File: config.mk
export PLATFORM = sky130hd
export DESIGN_NAME = antares_mult_acc
export DESIGN_NICKNAME = d
export VERILOG_FILES = /design/src/rtl/antares_mult_acc.sv
export SDC_FILE = /design/constraint.sdc
export NUM_CORES = 2
export LEC_CHECK = 0
export ABC_AREA = 1
export CORE_ASPECT_RATIO = 0.5
export CORE_MARGIN = 2
export CORE_UTILIZATION = 30
export DETAILED_ROUTE_END_ITERATION = 16
export SETUP_SLACK_MARGIN = 0.2
export SLEW_MARGIN = 20
export SYNTH_ARGS = -nofsm -noshare
export SYNTH_HDL_FRONTEND = slang
export SYNTH_SLANG_ARGS = --single-unit
File: constraint.sdc
create_clock -name clk -period 16.26 [get_ports clk]
set_input_delay 3.252 -clock clk [delete_from_list [all_inputs] [get_ports clk]]
set_output_delay 3.252 -clock clk [all_outputs]
set_load 0.05 [all_outputs]
File: src/rtl/antares_mult_acc.sv
// Pipelined WIDTH x WIDTH signed/unsigned multiplier with HI/LO accumulator.
// Supports MULT/MADD/MSUB, direct MTHI/MTLO writes, stall and flush.
module antares_mult_acc #(
    parameter int WIDTH  = 32,
    parameter int STAGES = 4
) (
    input  logic             clk,
    input  logic             rst,
    input  logic [WIDTH-1:0] mult_input_a,
    input  logic [WIDTH-1:0] mult_input_b,
    input  logic             mult_signed_op,
    input  logic [1:0]       mult_op,
    input  logic             mult_enable_op,
    input  logic             mult_stall,
    input  logic             flush,
    input  logic [1:0]       hilo_we,
    input  logic [WIDTH-1:0] hilo_wdata,
    output logic [WIDTH-1:0] mult_hi,
    output logic [WIDTH-1:0] mult_lo,
    output logic             mult_active,
    output logic             mult_ready
);

    localparam int XW = WIDTH + 1;
    localparam int PW = 2 * WIDTH;

    typedef enum logic [1:0] {
        OP_MULT = 2'b00,
        OP_MADD = 2'b01,
        OP_MSUB = 2'b10,
        OP_RSVD = 2'b11
    } op_e;

`ifndef SYNTHESIS
    generate
        if ((WIDTH < 8) || (WIDTH % 2 != 0) || (STAGES < 2) || (STAGES > 6)) begin : g_bad_param
            $error("antares_mult_acc: illegal WIDTH or STAGES");
        end
    endgenerate
`endif

    // Stage 1: extended operands
    logic            v1_q;
    op_e             op1_q;
    logic [XW-1:0]   a1_q, b1_q;
    logic [XW-1:0]   a_ext, b_ext;

    assign a_ext = {mult_signed_op & mult_input_a[WIDTH-1], mult_input_a};
    assign b_ext = {mult_signed_op & mult_input_b[WIDTH-1], mult_input_b};

    always_ff @(posedge clk) begin
        if (rst || flush) begin
            v1_q <= 1'b0;
        end else if (!mult_stall) begin
            v1_q <= mult_enable_op;
        end
        if (!mult_stall) begin
            op1_q <= op_e'(mult_op);
            a1_q  <= a_ext;
            b1_q  <= b_ext;
        end
    end

    // Sign-extending the (WIDTH+1)-bit operands to 2*WIDTH makes the
    // modulo-2^(2*WIDTH) product exact for every signed/unsigned pair.
    logic [PW-1:0] a1_sx, b1_sx, prod1;
    assign a1_sx = {{(PW-XW){a1_q[XW-1]}}, a1_q};
    assign b1_sx = {{(PW-XW){b1_q[XW-1]}}, b1_q};
    assign prod1 = a1_sx * b1_sx;

    logic          fin_v;
    op_e           fin_op;
    logic [PW-1:0] fin_p;
    logic          mid_any;

    generate
        if (STAGES > 2) begin : g_pipe
            localparam int unsigned N = STAGES - 2;
            logic [N-1:0]  v_q;
            op_e           op_q [N];
            logic [PW-1:0] p_q  [N];

            always_ff @(posedge clk) begin
                if (rst || flush) begin
                    v_q <= '0;
                end else if (!mult_stall) begin
                    v_q[0] <= v1_q;
                    for (int unsigned i = 1; i < N; i++) begin
                        v_q[i] <= v_q[i-1];
                    end
                end
                if (!mult_stall) begin
                    op_q[0] <= op1_q;
                    p_q[0]  <= prod1;
                    for (int unsigned i = 1; i < N; i++) begin
                        op_q[i] <= op_q[i-1];
                        p_q[i]  <= p_q[i-1];
                    end
                end
            end

            assign fin_v   = v_q[N-1];
            assign fin_op  = op_q[N-1];
            assign fin_p   = p_q[N-1];
            assign mid_any = |v_q;
        end else begin : g_direct
            assign fin_v   = v1_q;
            assign fin_op  = op1_q;
            assign fin_p   = prod1;
            assign mid_any = 1'b0;
        end
    endgenerate

    // Accumulate happens at commit so back-to-back MADD/MSUB chain
    logic             commit;
    logic [PW-1:0]    acc, res;
    logic [WIDTH-1:0] hi_q, hi_d, lo_q, lo_d;
    logic             ready_q;

    assign commit = fin_v && !mult_stall && !flush;

    always_comb begin
        acc = {hi_q, lo_q};
        res = fin_p;
        case (fin_op)
            OP_MADD: res = acc + fin_p;
            OP_MSUB: res = acc - fin_p;
            default: res = fin_p;
        endcase
    end

    always_comb begin
        hi_d = hi_q;
        lo_d = lo_q;
        if (commit) begin
            hi_d = res[PW-1:WIDTH];
            lo_d = res[WIDTH-1:0];
        end
        if (hilo_we[1]) hi_d = hilo_wdata;
        if (hilo_we[0]) lo_d = hilo_wdata;
    end

    always_ff @(posedge clk) begin
        if (rst) begin
            hi_q    <= '0;
            lo_q    <= '0;
            ready_q <= 1'b0;
        end else begin
            hi_q    <= hi_d;
            lo_q    <= lo_d;
            ready_q <= commit;
        end
    end

    assign mult_hi     = hi_q;
    assign mult_lo     = lo_q;
    assign mult_ready  = ready_q;
    assign mult_active = v1_q | mid_any;

endmodule
* Yosys cells after proc, flatten, opt, wreduce, memory -nomap -nowiden
Memory sizes are Yosys's and may differ from the RTL's.
Index checks and enable logic that the tools add are counted.
** Cells by class
- Add/sub/neg operators :: 2
- Multiply operators :: 1
- Equality and inequality tests :: 2
- Multiplexer cells :: 6
- Bitwise gates (word level) :: 3
- Reduce and logical (&&, ||, !) cells :: 8
** Operator list (count)
- 32-bit two-way mux :: 4
- 64-bit one-hot mux with 2 select lines :: 1
- 64-bit adder :: 1
- 33-bit by 33-bit multiplier with 64-bit output :: 1
- 64-bit subtractor :: 1
- 2-bit nonzero test :: 2
- 1-bit AND :: 2
- 2-bit by 1-bit == test with 1-bit output (second input constant) :: 1
- 2-bit == test (second input constant) :: 1
- 1-bit logical AND :: 2
- 1-bit logical NOT :: 2
- 2-bit OR reduction :: 1
- 1-bit logical OR :: 1
- 1-bit two-way mux :: 1
- 1-bit bitwise OR :: 1
** Storage, ports and cells
- Flip-flop bits (word level) :: 136
- Memory bits (writable) :: 132
- Input port bits :: 106
- Word-level logic and storage cells :: 32
- Memories kept :: 2
** Memory list
- g_pipe.p_q :: depth 2, bits a word 64, rd ports 2, clocked after Yosys merged registers in 0, write ports 2, RTL line 81 : logic [PW-1:0] p_q [N];
- g_pipe.op_q :: depth 2, bits a word 2, rd ports 2, clocked after Yosys merged registers in 0, write ports 2, RTL line 80 : op_e op_q [N];

* Longest topological paths before layout
- Word-level depth :: 5
- Depth in mapped cells :: 32

* Worst setup path before layout
OpenSTA, ideal clock, no wires.
- Path type :: input port to flip-flop
- Start point :: input port mult_stall
- End point :: register a1_q[0] (enable)
- Library setup time :: 0.552 ns
- Arrival time :: 7.133 ns
- Data required time :: 15.708 ns
- Path slack :: 8.574 ns
- Stages on the path :: 1
- Path buffers :: 0
- Cell sequence :: inv_1
** RTL lines
- start: declaration :: RTL line 14 : input logic mult_stall,
- end signal: assignment :: RTL line 59 : a1_q <= a_ext;
- end: declaration :: RTL line 45 : logic [XW-1:0] a1_q, b1_q;
No word-level cell between the ends.

==> impl_metrics.tcl <==
set metrics [dict create \
    status "finished, final reports clean" \
    reg2reg_slack_ns 7.80 \
    final_area_um2 62700 \
    maxSlewViolCount 0 \
    cts_setup_buffers 0 \
    r2r_cells 25 \
    grt_max_degree 87 \
    place.gp.congestion 0.970 \
    synthesis.nets 8965 \
    utilization 0.330 \
    start_util 0.302 \
    async_reset_ff_frac 0 \
    coreArea_um2 190000 \
    holdPathStages 0 \
    vias 46151 \
    critPathKind "register to register" \
    worst_ep_arrival_time_ns 8.82 \
    hold_start "op1_q[1]" \
    avgSynthCellArea_um2 7.69 \
    crit_path_start_kind "register" \
    setup_viol 0 \
    fmax_mhz 118 \
    syn_area_um2 57300 \
    post-route-drc-count 0 \
    rsz0062_at_grt "no" \
    antenna_found_initial 1 \
    min_period_ns 8.46 \
    cts-buffers-inserted 36 \
    wl_um 182000 \
    finalSetupTns_ns 0 \
    path_common_cell "fa_1" \
    synth.most_common_cell "inv_1" \
    ys_types 47 \
    gr-total-overflow 0 \
    clock_path_buffers 3 \
    cts_max_level 2 \
    nNetsFinal 8943 \
    critical_path.top_delay_family "adder cells" \
    cts-resized-gates 0 \
    worst_pin_slew_ns 1.02 \
    rr_endpoint "g_pipe.p_q[0][61]" \
    die_h_um 313 \
    crit_path_top_delay_cell "fa_1" \
    die_area_um2 195000 \
    final_hold_viol_count 0 \
    post_dp_cell_area_um2 61600 \
    post_drt_wl_per_cell_um 18.2 \
    port_buffers 171 \
    syn_to_final_growth_pct 9.47 \
    cp_slowest_stage_delay_ns 0.87 \
    synth-main-ff-cell "edfxtp_1" \
    vias_per_cell 4.62 \
    hpwl_um 149000 \
    synth.area.top_cells "fa_1 (39%), inv_1 (14%), nand2_1 (13%)" \
    worst-path-buf-inv 8 \
    clkLatencyLatePin_ns 0.63 \
    die_w_um 622 \
    synth_top_area_share 0.393 \
    cts_tree "done" \
    cts.hold.buffers_added 0 \
    dr.pass1.iters 6 \
    finalClockSkew_ns 0.0553 \
    min_period_over_period 0.520 \
    yosys.area.top_type "fa_1" \
    nFillCells 20219 \
    grt_pass1_vias 47479 \
    yosysSeqAreaShare 0.129 \
    num_rows 113 \
    slew_headroom 0.320 \
    synth_common_cells "inv_1 (2,203), nand2_1 (1,946), fa_1 (1,126)" \
    root_buffer "clkbuf_16" \
    worstPathMaxFanout 18 \
    drt_iter0_markers 3758 \
    grt_usage 0.188 \
    ys_ff_latch 268 \
    synth-warning-count 0 \
    grt_pass1_wl_um 282000 \
    crit_required_ns 16.62 \
    r2r_start "b1_q[9]" \
    min_to "g_pipe.op_q[0][1]" \
    netlist_instances 7456 \
    hp-class "register to register" \
    ant_nets 0 \
    clock_sinks 268 \
    drv_cap 0 \
    num_io_pins 172 \
    end_kind "register" \
    drive_gt1_frac 0.0261 \
    synth_edf_count 200 \
    clkTransAtPathRegs_ns 0.06 \
]
-- state kept, by name (all words and copies together), names as in the netlist --
register,cells
v1_q,1
op1_q,2
g_pipe.op_q,4
mult_lo,32
g_pipe.p_q,128
g_pipe.v_q,2
b1_q,33
a1_q,33
mult_hi,32
mult_ready,1
-- stage by stage --
step	hold WS [ns]	instances	setup slack (ns)
after floorplan	0.400	7456	8.57
after global placement	0.402	9926	7.90
after detailed placement	0.405	9926	7.76
after CTS	0.411	9992	7.71
after global routing	0.412	9992	7.31
final	0.409	9993	7.80
-- placed cells by master, fill, tap and decap left out, types with 6 or more instances in the layout --
cell / Yosys / final
a21o_1: 16 / 16
a21oi_1: 240 / 240
a31oi_1: 36 / 36
buf_4: 1 / 79
clkbuf_16: 0 / 36
clkdlybuf4s50_1: 0 / 170
clkinv_2: 0 / 7
dfxtp_1: 68 / 68
edfxtp_1: 200 / 200
fa_1: 1126 / 1125
ha_1: 277 / 276
inv_1: 2203 / 2202
inv_2: 8 / 8
nand2_1: 1946 / 1946
nand2_2: 9 / 9
nand3_1: 195 / 195
nand4_1: 42 / 42
nor2_1: 360 / 359
nor2_2: 7 / 8
nor2_4: 6 / 6
nor3_1: 39 / 39
nor4_1: 12 / 12
o21a_1: 6 / 6
o21ai_0: 125 / 125
o21ai_1: 6 / 6
o21ai_2: 6 / 6
o21bai_1: 17 / 17
or2_2: 9 / 9
xnor2_1: 26 / 26
xor2_1: 132 / 132
-- area by class of cell --
class | count | area (um^2) | area share
Antenna cell | 1 | 2.50 | 0.0000399
Clock buffer | 40 | 916 | 0.0146
Clock inverter | 26 | 224 | 0.00357
Inverter | 2211 | 8310 | 0.132
Multi-Input combinational cell | 4667 | 40500 | 0.645
Sequential cell | 268 | 7370 | 0.117
Tap cell | 2530 | 3170 | 0.0504
Timing Repair Buffer | 250 | 2300 | 0.0366
-- worst max-delay path by stage --
stage                     cells past startpoint           endpoint  slack (ns)       start
final                                        25  g_pipe.p_q[0][61]        7.80     b1_q[9]
after global routing                         25  g_pipe.p_q[0][61]        7.31     b1_q[9]
after CTS                                    25  g_pipe.p_q[0][61]        7.71     b1_q[9]
after detailed placement                     25  g_pipe.p_q[0][61]        7.76     b1_q[9]
after global placement                       25  g_pipe.p_q[0][61]        7.90     b1_q[9]
after floorplan                               1            a1_q[0]        8.57  mult_stall
-- cells by family after synthesis --
group / share of synthesized area
AOI/OAI and AO/OA: 0.0446
xor gates and xnor gates: 0.0241
DFF: 0.129
adders and majority gates: 0.454
and+or+nand+nor: 0.183
buffers and inverters: 0.166
-- per-layer routing --
layer / wire [um] / vias up / track usage / part of all wire
met2: 83100 / 1681 / 0.308 / 0.46
met1: 79500 / 22897 / 0.258 / 0.44
met3: 12300 / 283 / 0.0218 / 0.068
met5: 0 / - / 0 / 0
li1: - / 21290 / - / -
met4: 6690 / 0 / 0.0628 / 0.037
-- worst reg2reg max path, cell delays in order (launching register included) --
cell      delay, ns
edfxtp_1       0.72
buf_4          0.37
nand2_1        0.15
inv_1          0.11
fa_1           0.67
inv_1          0.14
fa_1           0.87
inv_1          0.11
fa_1           0.57
inv_1          0.22
fa_1           0.54
inv_1          0.05
fa_1           0.54
inv_1          0.05
fa_1           0.45
fa_1           0.50
inv_1          0.05
fa_1           0.44
ha_1           0.45
nand2_1        0.13
nor4_1         0.47
nand2_1        0.14
nor3_1         0.16
nand2_1        0.08
o211ai_1       0.12
xor2_1         0.10
Power is not shown: default switching activity piles up to over one toggle a cycle in this logic, so the estimate is an artifact.
